[config.mk]
export PLATFORM = sky130hd
export DESIGN_NAME = ad7763_ctrl
export DESIGN_NICKNAME = d
export VERILOG_FILES = /design/src/rtl/ad7763_ctrl.sv
export SDC_FILE = /design/constraint.sdc
export NUM_CORES = 1
export LEC_CHECK = 0
export ABC_AREA = 1
export CAP_MARGIN = 20
export CORE_MARGIN = 1.5
export CORE_UTILIZATION = 45
export DETAILED_ROUTE_END_ITERATION = 16
export PLACE_DENSITY_LB_ADDON = 0.08
export SLEW_MARGIN = 0
export SYNTH_ARGS = -nofsm -noshare
export SYNTH_HDL_FRONTEND = slang
export SYNTH_SLANG_ARGS = --single-unit
[constraint.sdc]
create_clock -name aclk -period 1.9 [get_ports aclk]
set_clock_uncertainty 0.05 [all_clocks]
set_input_delay 0.38 -clock aclk [delete_from_list [all_inputs] [get_ports aclk]]
set_output_delay 0.38 -clock aclk [all_outputs]
set_load 0.05 [all_outputs]
[src/rtl/ad7763_ctrl.sv]
// AD7763 bring-up controller: reset pulse, settle wait, serial register writes
// from an AXI-Stream config stream, SYNC pulse, then enables the capture path.
module ad7763_ctrl #(
  parameter int RESET_CYCLES  = 16,
  parameter int SETTLE_CYCLES = 64,
  parameter int SYNC_CYCLES   = 4,
  parameter int GAP_CYCLES    = 2
) (
  input  logic        aclk,
  input  logic        aresetn,
  input  logic        start,
  input  logic [31:0] s_axis_tdata,
  input  logic        s_axis_tvalid,
  output logic        s_axis_tready,
  input  logic        s_axis_tlast,
  output logic        adc_resetn,
  output logic        adc_syncn,
  output logic        adc_fsin,
  output logic        adc_sdi,
  output logic        capture_en,
  output logic        busy
);

  localparam int MAX_A = (RESET_CYCLES > SETTLE_CYCLES) ? RESET_CYCLES : SETTLE_CYCLES;
  localparam int MAX_B = (SYNC_CYCLES > GAP_CYCLES) ? SYNC_CYCLES : GAP_CYCLES;
  localparam int MAX_C = (MAX_A > MAX_B) ? MAX_A : MAX_B;
  localparam int MAX_P = (MAX_C > 32) ? MAX_C : 32;
  localparam int CW    = $clog2(MAX_P);

  typedef enum logic [2:0] {
    ST_IDLE, ST_RESET, ST_SETTLE, ST_LOAD, ST_SHIFT, ST_GAP, ST_SYNC, ST_RUN
  } state_t;

  state_t          state_reg, state_next;
  logic [CW-1:0]   cnt_reg, cnt_next;
  logic [31:0]     shift_reg, shift_next;
  logic            last_reg, last_next;
  logic            sdi_next;

  // Down-counter holds (remaining cycles - 1) for the current timed state.
  always_comb begin
    state_next = state_reg;
    cnt_next   = cnt_reg;
    shift_next = shift_reg;
    last_next  = last_reg;
    sdi_next   = 1'b0;
    case (state_reg)
      ST_IDLE, ST_RUN: begin
        if (start) begin
          state_next = ST_RESET;
          cnt_next   = CW'(RESET_CYCLES - 1);
        end
      end
      ST_RESET: begin
        if (cnt_reg == '0) begin
          state_next = ST_SETTLE;
          cnt_next   = CW'(SETTLE_CYCLES - 1);
        end else begin
          cnt_next = cnt_reg - CW'(1);
        end
      end
      ST_SETTLE: begin
        if (cnt_reg == '0) state_next = ST_LOAD;
        else               cnt_next   = cnt_reg - CW'(1);
      end
      ST_LOAD: begin
        if (s_axis_tvalid && s_axis_tready) begin
          state_next = ST_SHIFT;
          shift_next = s_axis_tdata;
          last_next  = s_axis_tlast;
          cnt_next   = CW'(31);
          sdi_next   = s_axis_tdata[31];
        end
      end
      ST_SHIFT: begin
        if (cnt_reg == '0) begin
          state_next = ST_GAP;
          cnt_next   = CW'(GAP_CYCLES - 1);
        end else begin
          cnt_next   = cnt_reg - CW'(1);
          shift_next = {shift_reg[30:0], 1'b0};
          sdi_next   = shift_reg[30];
        end
      end
      ST_GAP: begin
        if (cnt_reg == '0) begin
          if (last_reg) begin
            state_next = ST_SYNC;
            cnt_next   = CW'(SYNC_CYCLES - 1);
          end else begin
            state_next = ST_LOAD;
          end
        end else begin
          cnt_next = cnt_reg - CW'(1);
        end
      end
      ST_SYNC: begin
        if (cnt_reg == '0) state_next = ST_RUN;
        else               cnt_next   = cnt_reg - CW'(1);
      end
      default: state_next = ST_IDLE;
    endcase
  end

  // Pin levels are decoded from the next state so every output is a flop
  // that changes on the same edge as the state it belongs to.
  always_ff @(posedge aclk or negedge aresetn) begin
    if (!aresetn) begin
      state_reg     <= ST_IDLE;
      cnt_reg       <= '0;
      shift_reg     <= '0;
      last_reg      <= 1'b0;
      adc_resetn    <= 1'b1;
      adc_syncn     <= 1'b1;
      adc_fsin      <= 1'b1;
      adc_sdi       <= 1'b0;
      capture_en    <= 1'b0;
      busy          <= 1'b0;
      s_axis_tready <= 1'b0;
    end else begin
      state_reg     <= state_next;
      cnt_reg       <= cnt_next;
      shift_reg     <= shift_next;
      last_reg      <= last_next;
      adc_resetn    <= (state_next != ST_RESET);
      adc_syncn     <= (state_next != ST_SYNC);
      adc_fsin      <= (state_next != ST_SHIFT);
      adc_sdi       <= sdi_next;
      capture_en    <= (state_next == ST_RUN);
      busy          <= (state_next != ST_IDLE) && (state_next != ST_RUN);
      s_axis_tready <= (state_next == ST_LOAD);
    end
  end

endmodule
== Word level (Yosys, flattened, before mapping) ==
Cells that the tools add are included.
Word-level totals
  bits of input ports: 37
  logic and storage cells: 64
  output and inout port bits: 7
  bits in registers: 48
Cells by class
  equal/unequal tests: 18
  muxes and demuxes: 23
  reduce and logical (&&, ||, !) cells: 11
  add/subtract/negate cells: 1
Operators with widths (number)
  2-to-1 mux 31 bit: 2
  one-hot mux 31 bit (2 select lines): 1
  2-to-1 mux 6 bit: 7
  one-hot mux 6 bit (6 select lines): 1
  2-to-1 mux 3 bit: 8
  one-hot mux 3 bit (7 select lines): 1
  == test 3 bit (second input constant): 5
  inequality test 3 bit (second input constant): 4
  == test 3 x 2 -> 1 bit (second input constant): 3
  inequality test 2 bit (second input constant): 4
  logical NOT 6 bit: 1
  subtractor 6 x 1 -> 6 bit (second input constant): 1
  AND reduction 4 bit: 1
  OR reduction 2 bit: 2
  == test 3 x 1 -> 1 bit (second input constant): 1
  logical NOT 3 bit: 1
  inequality test 3 x 1 -> 1 bit (second input constant): 1
  AND reduction 3 bit: 1
  nonzero test 3 bit: 1
  logical AND 1 bit: 2
  2-to-1 mux 1 bit: 2
  one-hot mux 1 bit (2 select lines): 1
  AND reduction 2 bit: 1
  nonzero test 2 bit: 1

== Depth between registers and ports, before layout ==
Gate-level depths: netlist of the first run.
  depth in word-level cells: 5
  gate-level depth with buffers: 12
  depth with buffers taken out: 12

== Worst setup path after synthesis of the first run ==
No wires, ideal clock.
  path kind: register -> register
  from: reg s_axis_tready
  to: reg shift_reg[21]
  path buffers: 1
  setup time: 0.122 ns
  period minus slack after synthesis: 1.582 ns
  arrival time: 1.409 ns
  stages on the path, launching flop included: 7
  required time: 1.728 ns
  path slack: 0.318 ns
  cell sequence: dfrtp_1 nand2_1 nor2_4 inv_2 nand2_8 buf_4 o21ai_2
On the way
  longest elaborated chain between the ends: 3
RTL lines
  from (decl): RTL line 14  | output logic s_axis_tready,
  from (signal assigned): RTL line 131  | s_axis_tready <= (state_next == ST_LOAD);
  logical AND 1 bit: RTL line 67  | if (s_axis_tvalid && s_axis_tready) begin
  inequality test 2 bit (no source line)
  AND reduction 3 bit (no source line)
  to (signal assigned): RTL line 123  | shift_reg <= shift_next;
  to (decl): RTL line 36  | logic [31:0] shift_reg, shift_next;
No other way between the ends.
A chain may end at the register's enable or synchronous reset.

== Final worst setup path of the first run ==
  from: reg cnt_reg[0]
  to: reg shift_reg[20]
On the way
  longest elaborated chain between the ends: 3
RTL lines
  from (decl): RTL line 35  | logic [CW-1:0] cnt_reg, cnt_next;
  from (signal assigned): RTL line 122  | cnt_reg <= cnt_next;
  logical NOT 6 bit: RTL line 76  | if (cnt_reg == '0) begin
  inequality test 2 bit (no source line)
  AND reduction 3 bit (no source line)
No other way between the ends.

==> results of run 1 <==
[worst max-delay path, cell delays in order (launching register included)]
cell      delay (ns)
dfrtp_1         0.41
inv_1           0.09
ha_1            0.19
nand2_1         0.10
nor2_4          0.14
nand2_2         0.14
nand2_4         0.13
nand2_8         0.07
buf_12          0.16
o211ai_1        0.08
o21ai_1         0.10
[final cells by class]
cell class | instances | area, µm²
sequential | 48 | 1205
inverter | 57 | 217.7
multi-input combinational | 202 | 1361
clock buffer | 6 | 72.57
timing repair buffer | 50 | 523.0
fill | 600 | 2766
clock inverter | 2 | 35.03
tap | 77 | 96.34
[worst max path at each step]
stage                  startpoint       endpoint  slack, ns  cells after the start
global route           cnt_reg[0]     cnt_reg[2]      0.009                      9
floorplan           s_axis_tready  shift_reg[21]       0.32                      6
global placement    s_axis_tvalid   shift_reg[9]       0.11                      8
detailed placement  s_axis_tvalid  shift_reg[28]       0.08                      8
finish                 cnt_reg[0]  shift_reg[20]       0.11                     10
CTS                    cnt_reg[0]  shift_reg[20]       0.12                     10
[synth_stat cells]
master,count
nand2_1,70
inv_1,46
dfrtp_1,45
o211ai_2,28
o21ai_2,28
nand3_1,13
nand2_2,11
nor2_1,11
inv_2,8
nor2_2,7
buf_2,6
o21ai_0,6
o21ai_1,6
a21oi_1,4
buf_8,3
dfstp_2,3
nand4_1,3
nor2_4,3
buf_4,2
buf_6,2
nand2_4,2
o211ai_1,2
a21oi_2,1
clkinv_1,1
clkinv_2,1
ha_1,1
inv_4,1
nand2_8,1
nand3_2,1
nand4_2,1
nor2_8,1
o21bai_4,1
xnor2_1,1
[logic make-up (layout without fill, tap and decap cells)]
| kind of cell | after synthesis | count (layout) | share of synthesized area [%] |
|---|---|---|---|
| and+or+nand+nor | 124 | 124 | 21.40 |
| AOI/OAI and AO/OA | 76 | 76 | 24.82 |
| buffers and inverters | 70 | 115 | 11.41 |
| DFF | 48 | 48 | 41.63 |
| adders and majority gates | 1 | 1 | 0.4323 |
| xor gates and xnor gates | 1 | 1 | 0.3027 |
[cells in the final DEF (no fill, tap or decap), drive strengths merged, types with 5 or more instances in the layout]
| cell type | Yosys | layout |
|---|---|---|
| buf | 13 | 15 |
| a21oi | 5 | 5 |
| nor2 | 22 | 22 |
| inv | 55 | 55 |
| nand3 | 14 | 14 |
| nand2 | 84 | 84 |
| clkbuf | 0 | 6 |
| o211ai | 30 | 30 |
| o21ai | 40 | 40 |
| clkdlybuf4s50 | 0 | 35 |
| dfrtp | 45 | 45 |
[power by group through the flow]
stage	logic (µW)	registers [µW]	clock network, µW
after floorplan	1770	1780	0
after global placement	2320	1690	0
after detailed placement	2360	1700	0
after CTS	2370	1680	747
after global routing	2650	1730	784
final	2340	1680	711
[routing by layer]
metal | vias to the layer above | global-route usage (%) | wire length (µm)
li1 | 1116 | - | -
met4 | 0 | 3.636 | 29
met2 | 35 | 28.23 | 2500
met5 | - | 0 | 0
met1 | 1014 | 20.69 | 2500
met3 | 2 | 3.479 | 207
[stage by stage]
| stage | std cells | setup slack, ns | utilization [%] | total power [µW] |
|---|---|---|---|---|
| floorplan | 320 | 0.3185 | - | 3549 |
| global placement | 434 | 0.1127 | 54.18 | 4009 |
| detailed placement | 434 | 0.07991 | 54.18 | 4059 |
| CTS | 442 | 0.1199 | 55.89 | 4802 |
| global route | 442 | 0.008827 | 55.93 | 5163 |
| finish | 442 | 0.1137 | 55.93 | 4735 |
[repair_timing]
action / 4_1_cts / 5_1_grt
buffers inserted: 0 / 0
gates resized for setup: 0 / 1
endpoints found under the hold margin: 0 / 0
setup endpoints to repair: 0 / 1
==> results.toml, run 1 <==
[run_status]
status = "finished, final reports clean"

[cts]
cts_hold_buf = 0
path_clk_slew_ns = 0.09
insertion_delay_ns = 0.29
clock_sinks = 48
cts_tree = "built"
cts_buffers = 5
htreeDepth = 2
clockBufferDepth = 2
ctsRootBufferMaster = "clkbuf_8"

[floorplanning]
start_util_pct = 46.10
ioPinCount = 44
coreArea_um2 = 6277
die_h_um = 83.20
rows = 29
die-area_um2 = 6921
die_w_um = 83.20

[logic_synthesis]
avgSynthCellArea_um2 = 9.044
ys_types = 33
synthCells = 320
yosysTopAreaCellShare_pct = 38.91
ys_seq_area_share_pct = 41.63
synthTopCellsByArea = "dfrtp_1, o211ai_2, nand2_1"
ys_seq_elements = 48
yosys_warnings = 0
netlist_area_um2 = 2894
synth_nets = 358
yosysTopAreaCell = "dfrtp_1"

[routing]
drtIter0Drc = 65
route.vias.total = 2167
post_drt_via_cell_ratio = 4.903
ant_nets = 0
firstDrtPassIters = 4
drc = 0
routed_wl_mm = 5.238
post_drt_wl_per_cell_um = 11.85

[sta]
fmax_mhz = 559.8
rsz0062_at_grt = "no"
fin_tns_setup_ns = 0
period_needed_ns = 1.786
relSlewSlack_pct = 82.05
finalHoldWorstSlack_ns = 0.002034
final.period_utilization_pct = 94.01
tightestPinTransition_ns = 0.2693
hold_viol = 0
setup-violations-final = 0
slew_violations = 0

[critical_path]
r2r-start = "cnt_reg[0]"
start_kind = "flip-flop"
r2r_end = "shift_reg[20]"
rrSetupSlack_ns = 0.11
path_class = "reg2reg"
endpoint_kind = "flip-flop"
crit_arrival_ns = 1.90
critical_path_required_ns = 2.02
cp_max_fo = 17
rr_worst_depth = 10

[finish]
drive_above_1_share_pct = 33.15
largest_reg_flops = 31
finalNetCount = 402
syn_to_final_growth_pct = 21.31
final_cell_area_um2 = 3511
antennaDiodeCount = 0

[power]
peakVddDrop_uv = 749.2
pwr-share-clk_pct = 15.0
leakage_uw = 0.001513
p_sw_share_pct = 41.70
intPower_uw = 2760
combinationalPowerShare_pct = 49.5
p_seq_share_pct = 35.5
p_switching_uw = 1975
power_density_nw_per_um2 = 1349

[global_routing]
antenna_found_initial = 0
grt_pass1_wl_mm = 9.301
grt_max_degree = 49
grt_pass1_vias = 2141
grt-ovfl-total = 0
gr-usage-all-layers_pct = 16.21

[placed_design]
portBuffers = 43
dpl_cell_area_um2 = 3401
gp_congestion = 0.8564
post-dp-hpwl_mm = 3.809

[flow_run]
cap_violations = 0

[hold_path]
holdCritPathClass = "in2async"
Note: power is estimated with default switching activity, not from simulation.
==> run 2: changes to the inputs <==
Settings changed: SLEW_MARGIN 0 to unset.
==> results of run 2 <==
No change in the layout: final DEF, timing and power equal those of run 1.
==> run 3: changes to the inputs <==
Settings changed: CORE_ASPECT_RATIO set to 1.5, GPL_ROUTABILITY_DRIVEN set to 0.
==> results.toml, run 3 (synthesis gave the netlist of run 1 again) <==
[sta]
slew_violations = 0
fmax_mhz = 570.9
setup-violations-final = 0
final.period_utilization_pct = 92.19
rsz0062_at_grt = "yes"
hold_viol = 0
period_needed_ns = 1.752
tightestPinTransition_ns = 0.2983
relSlewSlack_pct = 80.04
worst_slack_ns = 0.1483

[critical_path]
rr_worst_depth = 10
cp_max_fo = 16
crit_arrival_ns = 1.88
start_kind = "flip-flop"
path_class = "reg2reg"
endpoint_kind = "flip-flop"
critical_path_required_ns = 2.03

[placed_design]
dpl_cell_area_um2 = 3440
portBuffers = 43
post-dp-hpwl_mm = 3.995
post-place-ws_ns = 0.1342

[cts]
clockBufferDepth = 2
ctsRootBufferMaster = "clkbuf_8"
cts_tree = "built"
cts_buffers = 5
cts_resized = 0
clock_sinks = 48
insertion_delay_ns = 0.29
htreeDepth = 2
path_clk_slew_ns = 0.09

[finish]
drive_above_1_share_pct = 33.78
most-common-layout-cells = "nand2_1, inv_1, dfrtp_1"
syn_to_final_growth_pct = 22.83
finalNetCount = 407
largest_reg_flops = 31
final_common_cell = "nand2_1"
antennaDiodeCount = 0
final_cell_area_um2 = 3555

[floorplanning]
die_w_um = 68.48
rows = 35
coreArea_um2 = 6175
die-area_um2 = 6931
start_util_pct = 46.87
die_h_um = 101.2
ioPinCount = 44

[run_status]
status = "finished, final reports clean"

[routing]
post_drt_via_cell_ratio = 4.883
drc = 0
drtIter0Drc = 184
ant_nets = 0
post_drt_wl_per_cell_um = 12.10
firstDrtPassIters = 4
route.vias.total = 2168
routed_wl_mm = 5.371

[flow_run]
cap_violations = 0

[power]
finalPower_uw = 4758
leakage_uw = 0.001541
peakVddDrop_uv = 723.1
power_density_nw_per_um2 = 1338

[global_routing]
antenna_found_initial = 0
grt_pass1_vias = 2145
grt_pass1_wl_mm = 9.349
grt-ovfl-total = 0
grt_max_degree = 61
gr-usage-all-layers_pct = 17.53

[hold_path]
holdCritPathClass = "in2async"
==> run 3: changes by cell type in the layout (fill, tap and decap cells not counted), sizes merged <==
cell | previous run | this run
buf | 15 | 20
==> run 3: critical path, cell delays in order (launching register included) <==
cell,delay (ns)
dfrtp_1,0.41
inv_1,0.09
ha_1,0.18
nand2_1,0.09
nor2_4,0.10
nand2_2,0.13
nand2_4,0.14
nand2_8,0.13
buf_12,0.18
o211ai_2,0.06
o21ai_2,0.07
==> run 3: power breakdown <==
| group | leakage, µW | internal [µW] | switching, µW |
|---|---|---|---|
| sequential | 0.000597 | 1490 | 194 |
| clock | 0.0000552 | 391 | 329 |
| combinational | 0.000889 | 908 | 1450 |
| total | 0.00154 | 2780 | 1970 |
==> run 3: path summary, 6_finish.rpt <==
kind | from | slack, ns | endpoint
setup reg to reg | cnt_reg[0] | 0.15 | shift_reg[6]
max in group asynchronous | aresetn | 1.52 | adc_syncn
hold reg to reg | shift_reg[0] | 0.47 | shift_reg[0]
setup / recovery | cnt_reg[0] | 0.15 | shift_reg[6]
min in group aclk | shift_reg[0] | 0.47 | shift_reg[0]
hold / removal | aresetn | 0.003 | shift_reg[12]
==> run 3: routing by layer <==
metal | routed length [µm] | part of all wire, % | global-route usage [%]
met5 | 0 | 0 | 0
met1 | 2288 | 43 | 21.33
met4 | 143 | 2.7 | 7.231
met2 | 2722 | 51 | 29.73
met3 | 216 | 4.0 | 3.222
==> run 3: final cells by class <==
type | count | area (µm²)
clock buffer | 6 | 72.57
inverter | 57 | 217.7
multi-input combinational | 202 | 1359
clock inverter | 2 | 35.03
tap | 74 | 92.59
timing repair buffer | 55 | 573.1
fill | 570 | 2620
sequential | 48 | 1205
==> run 3: through the flow <==
stage,cells,hold WS (ns),util [%],TNS (ns)
6_report,444,0.002781,57.57,0
5_1_grt,444,0.01521,57.57,-0.05030
4_1_cts,443,0.01264,57.45,0
3_5_place_dp,435,0.3400,55.70,0
3_3_place_gp,435,0.3403,55.70,0
2_1_floorplan,320,0.03441,-,0
==> run 3: what timing repair did <==
item	in CTS	in global routing
setup endpoints to repair	0	6
setup buffers	0	1
hold buffers	0	0
